==> src/rtl/fetch_pkg.sv <==
// rtl/fetch_pkg.sv - shared constants and entry type for the instruction fetch queue
package fetch_pkg;

  localparam int XLEN     = 32;
  localparam int FQ_DEPTH = 8;

  // addi x0, x0, 0 : what decode sees when the queue has nothing to issue
  localparam logic [XLEN-1:0] NOP_INSTR = 32'h00000013;

  typedef struct packed {
    logic [XLEN-1:0] instr;
    logic [XLEN-1:0] pc;
  } fq_entry_t;

endpackage

==> src/rtl/fq_storage.sv <==
// rtl/fq_storage.sv - fetch queue entry array, two write ports, one async read port
module fq_storage
  import fetch_pkg::*;
#(
  parameter  int DEPTH = FQ_DEPTH,
  localparam int AW    = $clog2(DEPTH)
) (
  input  logic            clk,
  input  logic            i_we0,
  input  logic [AW-1:0]   i_wa0,
  input  fq_entry_t       i_wd0,
  input  logic            i_we1,
  input  logic [AW-1:0]   i_wa1,
  input  fq_entry_t       i_wd1,
  input  logic [AW-1:0]   i_ra,
  output fq_entry_t       o_rd
);

  // Contents are qualified by the pointers/count in the parent, so no reset here.
  fq_entry_t r_mem [DEPTH];

  // Both slots of a fetch group land in the same cycle; addresses never collide
  // because the parent always drives i_wa1 = i_wa0 + 1.
  always_ff @(posedge clk) begin
    if (i_we0) r_mem[i_wa0] <= i_wd0;
    if (i_we1) r_mem[i_wa1] <= i_wd1;
  end

  assign o_rd = r_mem[i_ra];

endmodule

==> src/rtl/fetch_queue.sv <==
// rtl/fetch_queue.sv - dual-issue-in, single-issue-out instruction fetch buffer
module fetch_queue
  import fetch_pkg::*;
#(
  parameter  int DEPTH = FQ_DEPTH,
  // Must match the package XLEN, which sizes the stored entry.
  parameter  int XLEN  = fetch_pkg::XLEN,
  localparam int PW    = $clog2(DEPTH),
  localparam int CW    = $clog2(DEPTH) + 1
) (
  input  logic            clk,
  input  logic            rst,
  input  logic            flush,
  input  logic            in0_valid,
  input  logic [XLEN-1:0] in0_instr,
  input  logic [XLEN-1:0] in0_pc,
  input  logic            in1_valid,
  input  logic [XLEN-1:0] in1_instr,
  input  logic [XLEN-1:0] in1_pc,
  output logic            wr_ready,
  input  logic            rd_ready,
  output logic            rd_valid,
  output logic [XLEN-1:0] rd_instr,
  output logic [XLEN-1:0] rd_pc,
  output logic [CW-1:0]   count
);

  logic [PW-1:0] r_rd_ptr;
  logic [PW-1:0] r_wr_ptr;
  logic [CW-1:0] r_count;

  logic          w_wr_ready;
  logic          w_wr_en;
  logic          w_wr_en1;
  logic [1:0]    w_nwr;
  logic          w_rd_valid;
  logic          w_rd_fire;
  logic [PW-1:0] w_wa1;
  fq_entry_t     w_wd0;
  fq_entry_t     w_wd1;
  fq_entry_t     w_head;

  // Room for a whole group, judged from registered occupancy only, so fetch
  // never depends combinationally on decode's rd_ready.
  assign w_wr_ready = (r_count <= CW'(DEPTH - 2));

  // A lone slot 1 is malformed and dropped; slot 1 only rides along with slot 0.
  assign w_wr_en  = w_wr_ready & in0_valid & ~flush;
  assign w_wr_en1 = w_wr_en & in1_valid;
  assign w_nwr    = {w_wr_en1, w_wr_en & ~in1_valid};
  assign w_wa1    = r_wr_ptr + PW'(1);

  assign w_rd_valid = (r_count != '0) & ~flush;
  assign w_rd_fire  = w_rd_valid & rd_ready;

  assign w_wd0 = '{instr: in0_instr, pc: in0_pc};
  assign w_wd1 = '{instr: in1_instr, pc: in1_pc};

  fq_storage #(.DEPTH(DEPTH)) u_storage (
    .clk   (clk),
    .i_we0 (w_wr_en),
    .i_wa0 (r_wr_ptr),
    .i_wd0 (w_wd0),
    .i_we1 (w_wr_en1),
    .i_wa1 (w_wa1),
    .i_wd1 (w_wd1),
    .i_ra  (r_rd_ptr),
    .o_rd  (w_head)
  );

  // Pointer and occupancy update; a redirect empties the queue just like reset.
  always_ff @(posedge clk) begin
    if (rst || flush) begin
      r_rd_ptr <= '0;
      r_wr_ptr <= '0;
      r_count  <= '0;
    end else begin
      r_rd_ptr <= r_rd_ptr + PW'(w_rd_fire);
      r_wr_ptr <= r_wr_ptr + PW'(w_nwr);
      r_count  <= r_count + CW'(w_nwr) - CW'(w_rd_fire);
    end
  end

  // Occupancy and handshake sanity checks.
  always_ff @(posedge clk) begin
    if (!rst) begin
      assert (r_count <= CW'(DEPTH));
      assert (!(w_wr_en && !w_wr_ready));
      assert (!(w_rd_fire && (r_count == '0)));
    end
  end

  assign wr_ready = w_wr_ready;
  assign rd_valid = w_rd_valid;
  assign rd_instr = w_rd_valid ? w_head.instr : XLEN'(NOP_INSTR);
  assign rd_pc    = w_rd_valid ? w_head.pc    : '0;
  assign count    = r_count;

endmodule

==> config.mk <==
export PLATFORM = sky130hd
export DESIGN_NAME = fetch_queue
export DESIGN_NICKNAME = d
export VERILOG_FILES = /design/src/rtl/fetch_pkg.sv /design/src/rtl/fq_storage.sv /design/src/rtl/fetch_queue.sv
export SDC_FILE = /design/constraint.sdc
export NUM_CORES = 1
export LEC_CHECK = 0
export BUFFER_PORTS_ARGS = -buffer_cell sky130_fd_sc_hd__buf_2
export CAP_MARGIN = 0
export CORE_MARGIN = 2
export CORE_UTILIZATION = 65
export DETAILED_ROUTE_END_ITERATION = 6
export PLACE_DENSITY = 0.85
export SLEW_MARGIN = 20
export SYNTH_ARGS = -nofsm -noshare
export SYNTH_HDL_FRONTEND = slang
export SYNTH_SLANG_ARGS = --single-unit
==> constraint.sdc <==
create_clock -name clk -period 14.2 [get_ports clk]
set_input_delay 1.42 -clock clk [delete_from_list [all_inputs] [get_ports clk]]
set_output_delay 1.42 -clock clk [all_outputs]
set_load 0.005 [all_outputs]
After elaboration in Yosys (flattened, before gate mapping)
Memories as Yosys holds them, arrays and structs flattened. A register that Yosys moved wholly into a read port is not among the register bits. Index checks and enable logic that the tools add are counted.

Order comparisons: 1. Bitwise operators: 8. Mux-type cells: 7. Add/sub/neg operators: 5. Reduce and logical (&&, ||, !) cells: 2.

Operators by type and width (count): $mux W32 (2); $and A1 B1 Y1 (6); $add A4 B2 Y4 (1); $le A4 B3 Y1 const B (1); $mux W1 (4); $reduce_bool A4 Y1 (1); $sub A4 B1 Y4 (1); $add A3 B1 Y3 (1); $add A3 B1 Y3 const B (1); $add A3 B2 Y3 (1); $mux W3 (1); $not A1 Y1 (2); $logic_or A1 B1 Y1 (1).

Input bits: 134. RAM bits: 512. Memories kept: 1. Register bits: 10. Output and inout bits: 70. Logic and storage cells: 27.

Memories: u_storage.r_mem (depth 8, bits a word 64, read ports 1, clocked after Yosys merged registers in 1, wr ports 2, RTL line fq_storage.sv:20) `fq_entry_t r_mem [DEPTH];`.

Logic depth before layout (Yosys ltp)
Depth after elaboration: 6. Mapped depth: 14. Mapped depth without buffers: 13.

Cells and area by module
Synthesis repeated with hierarchy kept, for this count alone.

Cell total of the unflattened synthesis: 1466. Area, all modules: 26570.5 sq um.

By module, submodules not included: fq_storage (area an instance 25473.2 sq um, times used 1, seq. area each 15374.7 sq um, cells each 1330); fetch_queue (area an instance 1097.3 sq um, times used 1, seq. area each 200.2 sq um, cells each 136).

Least setup slack after synthesis
No wires, ideal clock.

Kind: input -> register. Start point: in in1_valid. End point: mem u_storage.r_mem[1][0] (netlist name) (enable). Stages: 3. Path buffers: 0. Library setup time: 0.507 ns. Slack: 8.552 ns. Arrival: 5.141 ns. Required time: 13.693 ns. Cell sequence: inv_1 -> or4_1 -> a21oi_1.

RTL lines: start: declaration (RTL line fetch_queue.sv:17) `input logic in1_valid,`; end: declaration (RTL line fq_storage.sv:20).

==> impl_metrics.csv <==
group,metric,value,unit
job,cap_violations,0,
power,ir_drop,0.141,mV
sta,setup_viol_count_final,0,
cts,cts_buffers,53,
floorplanning,die-area,0.0424,mm^2
cts,post_cts_buffers,0,
power,finalPower,3.27,mW
power,power_density,111,mW/mm^2
cells_and_area,nNetsFinal,2023,
drt,drt_first_pass_iters,5,
sta,relSlewSlack,0.216,
hold_path,hp-class,"register to register",
cts,root_buffer,"clkbuf_16",
drt,post-route-drc-count,0,
outcome,status,"complete, no violations",
drt,wire_per_inst,27.3,um
floorplanning,fp.dieH,206,um
sta,post-route-period-util,0.364,
cts,clk_latency,0.59,ns
sta,clock_skew,0.0158,ns
sta,worst_pin_slew,1.17,ns
power,p_leak,9.53,nW
critical_path,crit_type,"register to output port",
yosys,ys_seq_area_frac,0.588,
critical_path,cp_max_fo,82,
cells_and_area,final_cell_mix,"512 x edfxtp_1, 453 x mux2_2, 256 x mux2i_1, 203 x buf_2, 66 x nand2_1",
yosys,synth-edff-count,512,
critical_path,crit_path_end_kind,"output port",
sta,period_needed,5.16,ns
sta,tns,0,ns
critical_path,startpoint_type,"register",
floorplanning,coreArea,0.0400,mm^2
cells_and_area,layout-drive-gt1-share,0.408,
cts,ctsResizeCount,0,
yosys,yosys.area.top_type,"edfxtp_1",
cells_and_area,fin_cells,2443,
floorplanning,start_util,0.662,
drt,vias_per_cell,6.62,
floorplanning,io_pins,204,
global_route,grt.overflow.total,0,
placement,gp_congestion,0.772,
placement,dp_hpwl,36.0,mm
sta,rsz0062_at_grt,"no",
critical_path,cp.arrival,3.74,ns
critical_path,required,12.78,ns
global_route,grt_max_degree,153,
cells_and_area,finalInstanceArea,0.0296,mm^2
drt,drt_iter0_drc,1635,
placement,place.port_buffers,203,
cells_and_area,final_common_cell,"edfxtp_1",
cts,path_clk_slew,0.06,ns
global_route,use_met1,0.431,
sta,finalMaxSlewViolations,0,
yosys,ys_types,42,
cts,cts_sinks,522,
cts,cts.path.max_buffers,3,
global_route,grt_pass1_wl,99.4,mm
floorplanning,rows,73,
yosys,syn_area_per_cell,15.6,um^2
yosys,syn_nets,1844,
cells_and_area,final_core_util,0.740,
sta,fmax,0.194,GHz
placement,placed_area,0.0281,mm^2
yosys,synth-main-ff-cell,"edfxtp_1",
yosys,synthCells,1697,
cts,ctsHtreeMaxLevel,2,
cts,hold_buffers,0,
drt,ant_nets,0,
global_route,grt_usage,0.318,
yosys,yosysWarnings,0,
cells_and_area,areaGrowthSynthToFinish,11.8,%
global_route,grt_pass1_vias,16500,
yosys,synth_top_cell_area_share,0.581,
global_route,use_met3,0.0554,
yosys,ys_ff_latch,522,
yosys,syn_area,0.0265,mm^2
yosys,synthTopCellsByArea,"edfxtp_1 58%, mux2_2 19%, mux2i_1 9.7%, mux2_1 2.5%, a221oi_1 2.0%",
floorplanning,die_w,206,um
global_route,antenna_found_initial,13,
yosys,synthArstFlopShare,0,
drt,num_vias,16200,
global_route,grt.busiest_layer,"met2",
cts,cts_tree,"done",
global_route,gr-usage-met2,0.528,
sta,hold_violations,0,
drt,drt-total-wl,66.6,mm
placement,dp_cells,2345,
## cell usage after synthesis (3+ instances only)
cell type / count
xnor2_1: 4
buf_2: 61
nand2_1: 66
a21oi_1: 7
mux2_1: 59
inv_1: 10
dfxtp_1: 10
buf_1: 14
ha_1: 11
nor3_1: 5
a22o_1: 6
nand3b_1: 3
clkbuf_1: 39
edfxtp_1: 512
a221oi_1: 61
mux2_2: 453
a22oi_1: 61
and2_1: 9
nor2b_1: 3
nor2_1: 10
mux2i_1: 256
buf_6: 6
o21ai_0: 3
## power breakdown
| group | leakage (nW) | internal [mW] | total [mW] | switching, mW |
|---|---|---|---|---|
| Combinational | 4.10 | 0.123 | 0.291 | 0.168 |
| Sequential | 4.72 | 1.72 | 1.73 | 0.00824 |
| Clock | 0.716 | 0.700 | 1.25 | 0.550 |
| Total | 9.53 | 2.55 | 3.27 | 0.726 |
## cell type report
class,count,area (um^2)
Timing Repair Buffer,244,1390
Fill cell,2524,10400
Sequential cell,522,15600
Clock inverter,12,78.8
Multi-Input combinational cell,1045,10400
Clock buffer,75,1410
Inverter,10,37.5
Tap cell,525,657
Antenna cell,10,25.0
## state kept, by name (all words and copies together), names as in the netlist
register and cells:
u_storage.r_mem 512, count 4, r_rd_ptr 3, r_wr_ptr 3
## logic make-up after synthesis
kind of cell    Yosys count  synth area share
compound gates          143            0.0428
xor+xnor                  6           0.00227
fa+ha+maj                13           0.00671
buf+inv                 130            0.0230
flops                   522             0.588
mux                     768             0.315
simple gates            115            0.0224
## final timing paths
path | to | start | cells past startpoint | slack [ns]
setup / recovery | rd_instr[20] | r_rd_ptr[1]$_SDFF_PP0_ | 7 | 9.04
hold / removal | r_rd_ptr[2]$_SDFF_PP0_ | r_rd_ptr[2]$_SDFF_PP0_ | 2 | 0.71
setup reg to reg | u_storage.r_mem[7][4]$_DFFE_PP_ | r_wr_ptr[0]$_SDFF_PP0_ | 6 | 10.18
hold reg to reg | r_rd_ptr[2]$_SDFF_PP0_ | r_rd_ptr[2]$_SDFF_PP0_ | 2 | 0.71
## critical path, cell delays in order, from the launching register on
cell,delay [ns]
dfxtp_4,0.80
buf_12,0.51
buf_16,0.44
mux2i_1,0.15
a22oi_1,0.26
nand2_1,0.10
a221oi_1,0.49
buf_2,0.23
## per-layer routing
layer  up-vias  share of wire
met5         -         0.0013
met4        12          0.022
met3       116          0.081
met2       722           0.49
met1      8202           0.40
li1       7118              -
## through the flow
stage               hold WS (ns)  worst slack [ns]
floorplan                  0.547              8.55
global placement           0.663              9.75
detailed placement         0.684              9.71
CTS                        0.705              9.11
global route               0.728              8.87
finish                     0.708              9.04
Power figures use the tool's default switching activity.
